===== config.mk =====
export PLATFORM = sky130hd
export DESIGN_NAME = mem_wb_stage
export DESIGN_NICKNAME = d
export VERILOG_FILES = /design/src/rtl/wb_pkg.sv /design/src/rtl/retire_counter.sv /design/src/rtl/mem_wb_stage.sv
export SDC_FILE = /design/constraint.sdc
export NUM_CORES = 1
export LEC_CHECK = 0
export ABC_AREA = 1
export CAP_MARGIN = 10
export CORE_MARGIN = 2
export CORE_UTILIZATION = 35
export DETAILED_ROUTE_END_ITERATION = 8
export PLACE_DENSITY = 0.68
export RECOVER_POWER = 25
export REMOVE_ABC_BUFFERS = 1
export SETUP_SLACK_MARGIN = 0.15
export SYNTH_ARGS = -nofsm -noshare
export SYNTH_HDL_FRONTEND = slang
export SYNTH_HIERARCHICAL = 1
export SYNTH_SLANG_ARGS = --single-unit

===== constraint.sdc =====
create_clock -name clk -period 2.9 [get_ports clk]
set_input_delay 0.58 -clock clk [delete_from_list [all_inputs] [get_ports clk]]
set_output_delay 0.58 -clock clk [all_outputs]
set_load 0.01 [all_outputs]

===== src/rtl/wb_pkg.sv =====
// wb_pkg: writeback source encoding and default datapath width shared by the writeback stage
package wb_pkg;
   localparam int XLEN_DEFAULT = 64;
   typedef enum logic [1:0] {
      WB_ALU  = 2'd0,
      WB_MEM  = 2'd1,
      WB_PC4  = 2'd2,
      WB_NONE = 2'd3
   } wb_sel_t;
endpackage


===== src/rtl/retire_counter.sv =====
// retire_counter: free-running 64-bit retired-instruction counter, wraps silently
module retire_counter (
   input  logic        clk,
   input  logic        rst,
   input  logic        inc,
   output logic [63:0] count
);
   logic [63:0] count_q, count_d;
   // advance by one per retirement; overflow wraps to zero
   always_comb count_d = inc ? count_q + 64'd1 : count_q;
   // counter register, cleared immediately by reset
   always_ff @(posedge clk or posedge rst)
      if (rst) count_q <= '0;
      else     count_q <= count_d;
   assign count = count_q;
endmodule


===== src/rtl/mem_wb_stage.sv =====
// mem_wb_stage: MEM/WB pipeline register and writeback mux; define WB_FORWARD_EN to add forwarding outputs
module mem_wb_stage
   import wb_pkg::*;
#(
   parameter int XLEN       = XLEN_DEFAULT,
   parameter int REG_ADDR_W = 5
) (
   input  logic                  clk,
   input  logic                  rst,
   input  logic                  stall,
   input  logic                  flush,
   input  logic                  in_valid,
   input  logic [XLEN-1:0]       dm_read_data,
   input  logic [XLEN-1:0]       dm_data_bypass,
   input  logic [XLEN-1:0]       pc_plus4,
   input  logic [REG_ADDR_W-1:0] rd_addr,
   input  logic                  rd_write_en,
   input  wb_sel_t               wb_sel,
   output logic                  rf_write_en,
   output logic [REG_ADDR_W-1:0] rf_write_addr,
   output logic [XLEN-1:0]       rf_write_data,
   output logic                  wb_valid,
`ifdef WB_FORWARD_EN
   output logic                  fwd_valid,
   output logic [REG_ADDR_W-1:0] fwd_addr,
   output logic [XLEN-1:0]       fwd_data,
`endif
   output logic [63:0]           instret_count
);
   logic                  valid_q, valid_d, we_q, we_d;
   logic [REG_ADDR_W-1:0] addr_q, addr_d;
   logic [XLEN-1:0]       data_q, data_d, sel_data;
   wb_sel_t               sel_q, sel_d;
   logic                  retire;
   // select writeback data, then apply flush > stall > capture
   always_comb begin
      sel_data = wb_sel == WB_ALU ? dm_data_bypass :
                 wb_sel == WB_MEM ? dm_read_data   :
                 wb_sel == WB_PC4 ? pc_plus4       : '0;
      valid_d  = flush ? 1'b0 : stall ? valid_q : in_valid;
      we_d     = stall ? we_q   : rd_write_en;
      addr_d   = stall ? addr_q : rd_addr;
      data_d   = stall ? data_q : sel_data;
      sel_d    = stall ? sel_q  : wb_sel;
      retire   = in_valid & ~stall & ~flush;
   end
   // stage register; reset discards any in-flight instruction
   always_ff @(posedge clk or posedge rst)
      if (rst) begin
         valid_q <= 1'b0;
         we_q    <= 1'b0;
         addr_q  <= '0;
         data_q  <= '0;
         sel_q   <= WB_ALU;
      end else begin
         valid_q <= valid_d;
         we_q    <= we_d;
         addr_q  <= addr_d;
         data_q  <= data_d;
         sel_q   <= sel_d;
      end
   assign wb_valid      = valid_q;
   assign rf_write_addr = addr_q;
   assign rf_write_data = data_q;
   assign rf_write_en   = valid_q & we_q & (sel_q != WB_NONE) & (|addr_q);
`ifdef WB_FORWARD_EN
   assign fwd_valid = rf_write_en;
   assign fwd_addr  = rf_write_addr;
   assign fwd_data  = rf_write_data;
`endif
   retire_counter u_cnt (
      .clk   (clk),
      .rst   (rst),
      .inc   (retire),
      .count (instret_count)
   );
endmodule


# Word-level counts from Yosys, hierarchy flattened
# Cells that the tools add are included.
[totals]
reg_bits = 137
out_inout_bits = 135
word_cells = 25
[op_classes]
addsub = 1
n_eq_ne = 4
mux = 5
bitwise_logic = 7
reduce_logical = 2
[op_table]
columns = ["operator", "n"]
rows = [
  ["$mux W64", 3],
  ["$add A64 B1 Y64 const B", 1],
  ["$and A1 B1 Y1", 5],
  ["$reduce_or A5 Y1", 1],
  ["$eq A2 B1 Y1 const B", 1],
  ["$eq A2 B2 Y1 const B", 1],
  ["$logic_not A2 Y1", 1],
  ["$mux W1", 2],
  ["$ne A2 B1 Y1 const B", 1],
  ["$ne A2 B2 Y1 const B", 1],
  ["$not A1 Y1", 2],
]

# Depth between registers and ports, before layout
# Gate-level depths: netlist (run 1).
[depth]
ltp_word = 4
depth_mapped = 12

# Hierarchy
# The synthesis (run 1) kept the hierarchy.
[modules_own_cells]
columns = ["module", "n_inst", "cells_per_inst", "area_per_inst_um2", "seq_area_each_um2"]
rows = [
  ["mem_wb_stage", 1, 673, 4453.0, 1826.8],
  ["retire_counter", 1, 499, 3718.6, 1601.5],
]

# Least setup slack after synthesis (run 1)
# Ideal clock, no wire load.
[synth_timing]
kind = "input port to flip-flop"
startpoint = "in stall"
endpoint = "reg u_cnt.count_q[49] (netlist: u_cnt/count[49])"
setup_ps = 117
arrival_time_ps = 1858
path_slack_ps = 925
path_stages = 11
n_path_buf = 1
path_cell_list = "clkbuf_1 -> nor2_1 -> inv_2 -> nor2_2 -> nand2_1 -> nor2_1 -> nand2_1 -> nor2_4 -> nand2_1 -> nand2_1 -> nand2_1"
[synth_between]
elab_chain_cells = 3
[synth_lines]
columns = ["element", "line_no", "source"]
rows = [
  ["start: declaration", "mem_wb_stage.sv:10", "input logic stall,"],
  ["$not A1 Y1", "mem_wb_stage.sv:45", "retire = in_valid & ~stall & ~flush;"],
  ["$and A1 B1 Y1 (2 in series)", "mem_wb_stage.sv:45", ""],
  ["named net retire", "mem_wb_stage.sv:34", "logic retire;"],
  ["end signal: assignment", "retire_counter.sv:14", "else count_q <= count_d;"],
  ["end: declaration", "retire_counter.sv:8", "logic [63:0] count_q, count_d;"],
]
# The timed path passes the listed nets, and every way through them passes these cells.
# A chain may end at the register's enable or synchronous reset.

# Final worst setup path (run 1)
[layout_timing]
startpoint = "reg valid_q (netlist: wb_valid)"
endpoint = "out rf_write_en"
[layout_between]
elab_chain_cells = 3
[layout_lines]
columns = ["element", "line_no", "source"]
rows = [
  ["start: declaration", "mem_wb_stage.sv:30", "logic valid_q, valid_d, we_q, we_d;"],
  ["start signal: assignment", "mem_wb_stage.sv:56", "valid_q <= valid_d;"],
  ["$and A1 B1 Y1 (3 in series)", "mem_wb_stage.sv:65", "assign rf_write_en = valid_q & we_q & (sel_q != WB_NONE) & (|addr_q);"],
  ["end: declaration", "mem_wb_stage.sv:19", "output logic rf_write_en,"],
]
# Every way passes these cells.

==> results of run 1 <==
==> placed cells by master, fill, tap and decap left out, drive strengths merged <==
cell type,synthesis,routed
and2,1,1
nor2,304,304
xnor2,19,19
ha,1,1
o21ai,7,7
clkinv,0,5
nand2,392,392
nand4,12,12
bufinv,0,3
xor2,23,23
dfrtp,137,137
a21oi,1,1
buf,40,16
nor4,1,1
nand3,153,153
nor3b,1,1
diode,0,3
clkbuf,10,19
inv,51,54
dlygate4sd3,0,2
clkdlybuf4s50,0,335
clkinvlp,0,3
nand3b,12,12
nor3,7,7
==> layout make-up <==
type | count | area share, %
Tap cell | 313 | 3.17
Sequential cell | 137 | 27.7
Antenna cell | 3 | 0.0607
Clock buffer | 18 | 3.55
Inverter | 51 | 1.58
Clock inverter | 14 | 1.53
Multi-Input combinational cell | 934 | 33.7
Timing Repair Buffer | 354 | 28.7
==> worst max-delay path, delay by kind of cell (launching register included) <==
| family | cells | cell delay (ns) |
|---|---|---|
| buffers and inverters | 2 | 0.60 |
| and+or+nand+nor | 1 | 0.08 |
| AOI/OAI and AO/OA | 2 | 0.19 |
| DFF | 1 | 0.40 |
==> state kept, by name, indices dropped and copies added, names as in the netlist <==
signal,flops
sel_q,2
u_cnt/count,64
rf_write_data,64
rf_write_addr,5
we_q,1
wb_valid,1
==> power by group <==
part	leakage (nW)	switching [mW]	internal [mW]
combinational	3.37	0.525	0.631
clock	0.301	0.900	1.40
sequential	1.74	0.118	2.06
total	5.41	1.54	4.09
==> stage by stage <==
| stage | util, % | instances |
|---|---|---|
| floorplan | - | 1122 |
| global placement | 51.5 | 1789 |
| detailed placement | 51.5 | 1789 |
| CTS | 54.3 | 1821 |
| global route | 54.3 | 1824 |
| finish | 54.3 | 1824 |
==> kinds of logic after synthesis <==
logic type	Yosys count	share of synthesized area, %
AOI/OAI and AO/OA	8	0.490
xor gates and xnor gates	42	4.50
and+or+nand+nor	883	45.8
DFF	137	42.0
buffers and inverters	101	7.12
adders and majority gates	1	0.153
==> metal layers <==
| layer | up-vias | global-route usage [%] | wire, um |
|---|---|---|---|
| met5 | - | 0 | 0 |
| met4 | 0 | 12.7 | 1380 |
| met3 | 64 | 4.82 | 1840 |
| met2 | 323 | 39.5 | 14100 |
| met1 | 3980 | 27.9 | 11500 |
| li1 | 4310 | - | - |
==> worst paths after layout <==
path / startpoint / end / slack, ns
max in group asynchronous: rst / u_cnt/count[45]$_DFFE_PP0P_ / 1.36
min: we_q$_DFFE_PP0N_ / we_q$_DFFE_PP0N_ / 0.49
min in group asynchronous: rst / u_cnt/count[0]$_DFFE_PP0P_ / 0.82
max: wb_valid$_DFFE_PP0P_ / rf_write_en / 0.63
max reg2reg: u_cnt/count[0]$_DFFE_PP0P_ / u_cnt/count[52]$_DFFE_PP0P_ / 1.07
min reg2reg: we_q$_DFFE_PP0N_ / we_q$_DFFE_PP0N_ / 0.49
==> impl_metrics.json, run 1 <==
{
  "synth_area_mm2": 0.00817,
  "clk_pin_slew_ns": 0.06,
  "r2r_cells": 10,
  "post_cts_buffers": 0,
  "fp.dieArea_mm2": 0.0246,
  "initial_core_util_pct": 35.9,
  "layout_setup_ws_ns": 0.627,
  "leakage_nw": 5.41,
  "clockBufferDepth": 2,
  "coreArea_mm2": 0.0228,
  "synth_area_leaders": "dfrtp_1 42%, nand2_1 18%, nor2_1 13%",
  "fin_nets": 1701,
  "hold_viol_final": 0,
  "maxCapViolations": 0,
  "max_freq_mhz": 440,
  "drtAntennaViolNets": 0,
  "critical_path_class": "reg2out",
  "worst_path_largest_cell_delay_ns": 0.55,
  "routed-via-count": 8677,
  "drc": 0,
  "cts.sinks": 137,
  "die_x_um": 157,
  "root_buffer": "clkbuf_16",
  "wl_per_cell_um": 15.8,
  "ys_ff_latch": 137,
  "htreeDepth": 4,
  "place_ws_ns": 0.472,
  "antenna_found_initial": 3,
  "hp-class": "reg2reg",
  "path_cells": "nand2_1 > a21oi_1 > o21ai_0 > inv_1 > clkdlybuf4s50_1",
  "yosys-top-cells-count": "384 x nand2_1, 277 x nor2_1, 153 x nand3_1",
  "fillCellCount": 2248,
  "track_usage_pct": 23.4,
  "area_growth_pct": 51.3,
  "cts_resized": 0,
  "slew_viol_final": 0,
  "fin_crit_ns": 2.27,
  "multi_input_area_mm2": 0.00416,
  "finalSetupTns_ns": 0,
  "skew_ns": 0.00922,
  "place_hpwl_um": 22200,
  "ff_latch_area_mm2": 0.00343,
  "yosysSeqAreaShare_pct": 42.0,
  "yosysWarnings": 6,
  "drtIter0Drc": 490,
  "synth_flop_cell": "dfrtp_1",
  "whs_path_depth": 2,
  "ctsHoldBuffers": 0,
  "routed_wl_um": 28800,
  "grt_pass1_wl_um": 44100,
  "cp-end-kind": "output port",
  "slew_headroom_pct": 48.0,
  "powerDensity_mw_per_mm2": 455,
  "startpoint_type": "flop",
  "synth_top_area_cell": "dfrtp_1",
  "ir_drop_mv": 0.310,
  "critPathSlowestCell": "clkdlybuf4s50_1",
  "run_status": "finished clean",
  "tritoncts": "done",
  "grt_max_degree": 74,
  "postPlaceCellArea_mm2": 0.0117,
  "grt_pass1_vias": 8353,
  "die_h_um": 157,
  "netlist.area_leader.share_pct": 42.0,
  "fin_crit_sh_pct": 78.4,
  "first_pass_iters": 5,
  "final_cell_area_mm2": 0.0124,
  "power_mw": 5.63,
  "rows": 55,
  "portBuffers": 339,
  "vias_per_cell": 4.76,
  "critical_path_required_ns": 2.32,
  "gp_congestion": 0.878,
  "timing.hold.ws_ns": 0.485,
  "numCtsBuffers": 17,
  "cp_max_fo": 3,
  "yosysMostFrequentCell": "nand2_1",
  "overflow": 0,
  "synth-edff-count": 0,
  "crit_arrival_ns": 1.69,
  "synth.avg_cell_area_um2": 6.97,
  "synth_cells": 1172,
  "io_pins": 340,
  "ys_async_sr_fraction_pct": 100,
  "insertion_delay_ns": 0.42,
  "worst_pin_slew_ns": 0.778,
  "setup_viol": 0,
  "rsz0062_at_grt": "false",
  "drive_above_1_share_pct": 5.90,
  "synth_cell_types": 25
}
(Power assumes the default switching activity.)
==> inputs of run 2 (changes only) <==
--- a/config.mk
+++ b/config.mk
@@ -10,7 +10,7 @@
 export CORE_MARGIN = 2
 export CORE_UTILIZATION = 35
 export DETAILED_ROUTE_END_ITERATION = 8
-export PLACE_DENSITY = 0.68
+export PLACE_DENSITY = 0.7
 export RECOVER_POWER = 25
 export REMOVE_ABC_BUFFERS = 1
 export SETUP_SLACK_MARGIN = 0.15
==> constraint.sdc (replaced) <==
create_clock -name clk -period 1.95 [get_ports clk]
set_input_delay 0.39 -clock clk [delete_from_list [all_inputs] [get_ports clk]]
set_output_delay 0.39 -clock clk [all_outputs]
set_load 0.01 [all_outputs]
==> run 2 against run 1 <==
Combinational power up 50%. Final cell count up 2.9%. Sequential share of layout area down 1.1 points. Clock power up 53%. Non-clock buffer count up 53. Setup slack worse by 0.45 ns. Via count up 1.4%. Clock skew up 0.00073 ns. Largest power group unchanged.
==> impl_metrics.json, run 2 (synthesized netlist as in run 1, its figures left out) <==
{
  "area_growth_pct": 58.7,
  "antenna_found_initial": 2,
  "p_sw_share_pct": 26.3,
  "routed_wl_um": 29000,
  "place_ws_ns": -0.224,
  "crit_buf_inv": 1,
  "worst_pin_slew_ns": 1.09,
  "rsz0062_at_grt": "true",
  "clockBufferDepth": 2,
  "powerDensity_mw_per_mm2": 655,
  "slew_viol_final": 0,
  "ir_drop_mv": 0.448,
  "slew_headroom_pct": 27.6,
  "comb_power_share_pct": 20.4,
  "setup_viol": 0,
  "wl_per_cell_um": 15.5,
  "fin_nets": 1754,
  "startpoint_type": "flop",
  "power_mw": 8.49,
  "skew_ns": 0.00995,
  "crit_cells": 1,
  "critPathTopFamily": "buffers and inverters",
  "routed-via-count": 8799,
  "fin_crit_ns": 1.77,
  "drtIter0Drc": 499,
  "gp_congestion": 0.897,
  "die_h_um": 157,
  "worst_path_largest_cell_delay_ns": 0.60,
  "track_usage_pct": 23.1,
  "grt_pass1_wl_um": 43600,
  "first_pass_iters": 5,
  "dp.cells": 1805,
  "run_status": "finished clean",
  "path_cells": "clkdlybuf4s50_1",
  "clk_pin_slew_ns": 0.06,
  "coreArea_mm2": 0.0228,
  "finalSetupTns_ns": 0,
  "vias_per_cell": 4.69,
  "grt_pass1_vias": 8078,
  "grt_max_degree": 74,
  "io_pins": 340,
  "drtAntennaViolNets": 0,
  "r2r_cells": 10,
  "rows": 55,
  "numCtsBuffers": 17,
  "critical_path_class": "reg2out",
  "leakage_nw": 6.22,
  "final_cell_area_mm2": 0.0130,
  "critPathSlowestCell": "clkdlybuf4s50_1",
  "critical_path_required_ns": 1.56,
  "drc": 0,
  "final_common_cell": "nand2_1",
  "cts.sinks": 137,
  "p_clk_share_pct": 41.5,
  "layout.cells.non_filler": 1876,
  "insertion_delay_ns": 0.42,
  "die_x_um": 157,
  "drive_above_1_share_pct": 11.1,
  "postPlaceCellArea_mm2": 0.0120,
  "max_freq_mhz": 565,
  "place_hpwl_um": 22000,
  "most-common-layout-cells": "380 x nand2_1, 288 x clkdlybuf4s50_1, 273 x nor2_1",
  "fin_crit_sh_pct": 90.7,
  "maxCapViolations": 0,
  "layout_setup_ws_ns": 0.181,
  "crit_arrival_ns": 1.38,
  "cp_max_fo": 2,
  "initial_core_util_pct": 35.9,
  "whs_path_depth": 3,
  "seqPwrFrac_pct": 38.1,
  "overflow": 0,
  "fp.dieArea_mm2": 0.0246,
  "tritoncts": "done",
  "switchingPower_mw": 2.23,
  "htreeDepth": 4,
  "root_buffer": "clkbuf_16",
  "portBuffers": 339,
  "p_int_mw": 6.26,
  "hold_viol_final": 0,
  "cp-end-kind": "output port",
  "hp-class": "in2reg"
}
==> run 2: power by group through the flow <==
stage	Combinational, mW	Sequential [mW]	Clock, mW
after floorplan	0.508	3.36	0
after global placement	1.76	3.27	0
after detailed placement	1.78	3.28	0
after CTS	1.77	3.23	3.59
after global routing	1.88	3.26	3.72
final	1.74	3.23	3.52
==> run 2: what timing repair did <==
item | CTS | global route
resized for setup | 42 | 45
hold buffers | 0 | 0
cloned | 0 | 0
endpoints found under the hold margin | 0 | 0
buffers inserted | 28 | 9
pin swaps | 0 | 7
setup endpoints to repair | 57 | 49
==> run 2: final cells by class <==
cell class              count  area (um^2)
inverters                  51          195
repair buffers            407         4080
fillers                  2169         9810
well taps                 313          392
multi-input cells         934         4200
diodes                      2         5.00
clock inverters            10          165
clock buffers              22          474
flip-flops and latches    137         3460
==> run 2: metal layers <==
metal | up-vias | wire length [um] | global-route usage (%)
met5 | - | 0 | 0
met3 | 37 | 1940 | 4.96
met2 | 334 | 15100 | 40.7
met1 | 4009 | 11300 | 27.6
met4 | 0 | 661 | 8.69
li1 | 4419 | - | -
==> run 2: path summary, 6_finish.rpt <==
kind / start / endpoint / slack, ns
min in group asynchronous: rst / u_cnt/count[7]$_DFFE_PP0P_ / 0.74
min reg2reg: we_q$_DFFE_PP0N_ / we_q$_DFFE_PP0N_ / 0.48
min: in_valid / wb_valid$_DFFE_PP0P_ / 0.31
max reg2reg: u_cnt/count[16]$_DFFE_PP0P_ / u_cnt/count[49]$_DFFE_PP0P_ / 0.24
max in group asynchronous: rst / rf_write_data[48]$_DFFE_PP0N_ / 0.40
max: rf_write_data[29]$_DFFE_PP0N_ / rf_write_data[29] / 0.18
==> run 2: stage by stage <==
step           utilization, %  hold WS [ns]
2_1_floorplan               -         0.447
3_3_place_gp             52.5         0.463
3_5_place_dp             52.5         0.465
4_1_cts                  56.2         0.421
5_1_grt                  56.9         0.324
6_report                 56.9         0.315
==> inputs of run 3 (changes only) <==
--- a/config.mk
+++ b/config.mk
@@ -10,7 +10,7 @@
 export CORE_MARGIN = 2
 export CORE_UTILIZATION = 35
 export DETAILED_ROUTE_END_ITERATION = 8
-export PLACE_DENSITY = 0.7
+export PLACE_DENSITY_LB_ADDON = 0.25
 export RECOVER_POWER = 25
 export REMOVE_ABC_BUFFERS = 1
 export SETUP_SLACK_MARGIN = 0.15
==> run 3 against run 2 <==
Core utilization decreased by 0.055 points. Die area did not move. Routed wire length up 0.47%. Non-clock buffer count is 8 higher. Clock-buffer cell count down 3. Clock power fell by 11%. Clock skew is 0.0031 ns lower. Hold slack gained 0.16 ns. Register-to-register slack gained 0.02 ns.
==> impl_metrics.json, run 3 (synthesized netlist as in run 1, its figures left out) <==
{
  "place_hpwl_um": 22300,
  "antenna_found_initial": 3,
  "clk_pin_slew_ns": 0.06,
  "root_buffer": "clkbuf_16",
  "coreArea_mm2": 0.0228,
  "routed_wl_um": 29200,
  "drive_above_1_share_pct": 11.7,
  "first_pass_iters": 4,
  "grt_pass1_vias": 8406,
  "critical_path_required_ns": 1.56,
  "powerDensity_mw_per_mm2": 632,
  "final_cell_area_mm2": 0.0130,
  "worst_path_largest_cell_delay_ns": 0.62,
  "fin_nets": 1762,
  "crit_cells": 1,
  "grtUsageMet2_pct": 41.1,
  "overflow": 0,
  "whs_path_depth": 2,
  "vias_per_cell": 4.71,
  "gp_congestion": 0.907,
  "drtAntennaViolNets": 0,
  "slew_headroom_pct": 39.2,
  "routed-via-count": 8866,
  "max_freq_mhz": 565,
  "crit_buf_inv": 1,
  "worst_pin_slew_ns": 0.907,
  "use_met1_pct": 28.0,
  "r2r_cells": 10,
  "switchingPower_mw": 2.33,
  "cts.sinks": 137,
  "clockBufferDepth": 2,
  "critical_path_class": "reg2out",
  "drtIter0Drc": 380,
  "die_h_um": 157,
  "fp.dieArea_mm2": 0.0246,
  "die_x_um": 157,
  "portBuffers": 339,
  "timing.hold.ws_ns": 0.479,
  "wl_per_cell_um": 15.5,
  "setup_viol": 0,
  "critPathTopFamily": "buffers and inverters",
  "startpoint_type": "flop",
  "p_sw_share_pct": 28.5,
  "run_status": "finished clean",
  "ir_drop_mv": 0.451,
  "most-common-layout-cells": "381 x nand2_1, 289 x clkdlybuf4s50_1, 269 x nor2_1",
  "rsz0062_at_grt": "true",
  "insertion_delay_ns": 0.41,
  "io_pins": 340,
  "area_growth_pct": 58.6,
  "critPathSlowestCell": "clkdlybuf4s50_1",
  "hold_viol_final": 0,
  "path_cells": "clkdlybuf4s50_1",
  "cp_max_fo": 2,
  "initial_core_util_pct": 35.9,
  "comb_power_share_pct": 22.4,
  "htreeDepth": 4,
  "maxCapViolations": 0,
  "final_common_cell": "nand2_1",
  "fillCellCount": 2217,
  "tritoncts": "done",
  "p_clk_share_pct": 38.2,
  "leakage_nw": 6.17,
  "grt_max_degree": 65,
  "fin_crit_sh_pct": 90.7,
  "grtUsageMet3_pct": 5.57,
  "p_int_mw": 5.86,
  "hp-class": "reg2reg",
  "seqPwrFrac_pct": 39.4,
  "ctsHoldBuffers": 0,
  "cp-end-kind": "output port",
  "grt.busiest_layer": "met2",
  "crit_arrival_ns": 1.38,
  "postPlaceCellArea_mm2": 0.0120,
  "track_usage_pct": 23.7,
  "grt_pass1_wl_um": 44600,
  "slew_viol_final": 0,
  "skew_ns": 0.00685,
  "drc": 0,
  "fin_crit_ns": 1.77,
  "numCtsBuffers": 17,
  "rows": 55
}
-- run 3: what timing repair did --
item,CTS,global route
endpoints found under the setup margin,58,63
resized for setup,43,47
setup buffers,31,9
pin swaps,0,4
cloned,0,0
-- run 3: layout make-up --
type                    count  area [um^2]  area share (%)
diodes                      2         5.00          0.0386
repair buffers            415         4120            31.8
flip-flops and latches    137         3450            26.7
clock inverters            13          119           0.917
inverters                  51          195            1.51
well taps                 313          392            3.02
multi-input cells         934         4230            32.6
clock buffers              19          443            3.42
-- run 3: worst paths after layout --
check | from | end | slack, ns
max | rf_write_data[17]$_DFFE_PP0N_ | rf_write_data[17] | 0.18
min | we_q$_DFFE_PP0N_ | we_q$_DFFE_PP0N_ | 0.48
max reg2reg | u_cnt/count[16]$_DFFE_PP0P_ | u_cnt/count[61]$_DFFE_PP0P_ | 0.26
min reg2reg | we_q$_DFFE_PP0N_ | we_q$_DFFE_PP0N_ | 0.48
max in group asynchronous | rst | rf_write_data[27]$_DFFE_PP0N_ | 0.54
min in group asynchronous | rst | rf_write_addr[0]$_DFFE_PP0N_ | 0.60
-- run 3: power groups by stage --
stage	Clock [mW]	Sequential, mW	Combinational (mW)
5_1_grt	3.34	3.26	1.99
4_1_cts	3.20	3.24	1.83
2_1_floorplan	0	3.36	0.508
3_5_place_dp	0	3.30	1.78
3_3_place_gp	0	3.29	1.77
6_report	3.13	3.23	1.83
-- run 3: tightest hold or removal path, delay by kind of cell (launching register included) --
| kind | cells | cell delay (ns) |
|---|---|---|
| flip-flops | 1 | 0.34 |
| AND/OR/NAND/NOR | 2 | 0.10 |
-- run 3: routing by layer --
layer / wire, um / vias to the layer above / share of wire (%)
met2: 14500 / 309 / 50
met3: 1910 / 58 / 6.5
met5: 11 / - / 0.038
met4: 1080 / 2 / 3.7
li1: - / 4443 / -
met1: 11700 / 4054 / 40
-- run 3: metrics by stage --
step	power, mW	cells	utilization (%)	setup TNS, ns	worst slack (ns)
6_report	8.19	1884	56.9	0	0.180
5_1_grt	8.59	1882	56.9	0	0.113
4_1_cts	8.27	1873	56.1	0	0.0936
3_5_place_dp	5.08	1810	52.6	-7.53	-0.290
3_3_place_gp	5.06	1810	52.6	-6.36	-0.270
2_1_floorplan	3.87	1122	-	-24.06	-0.293
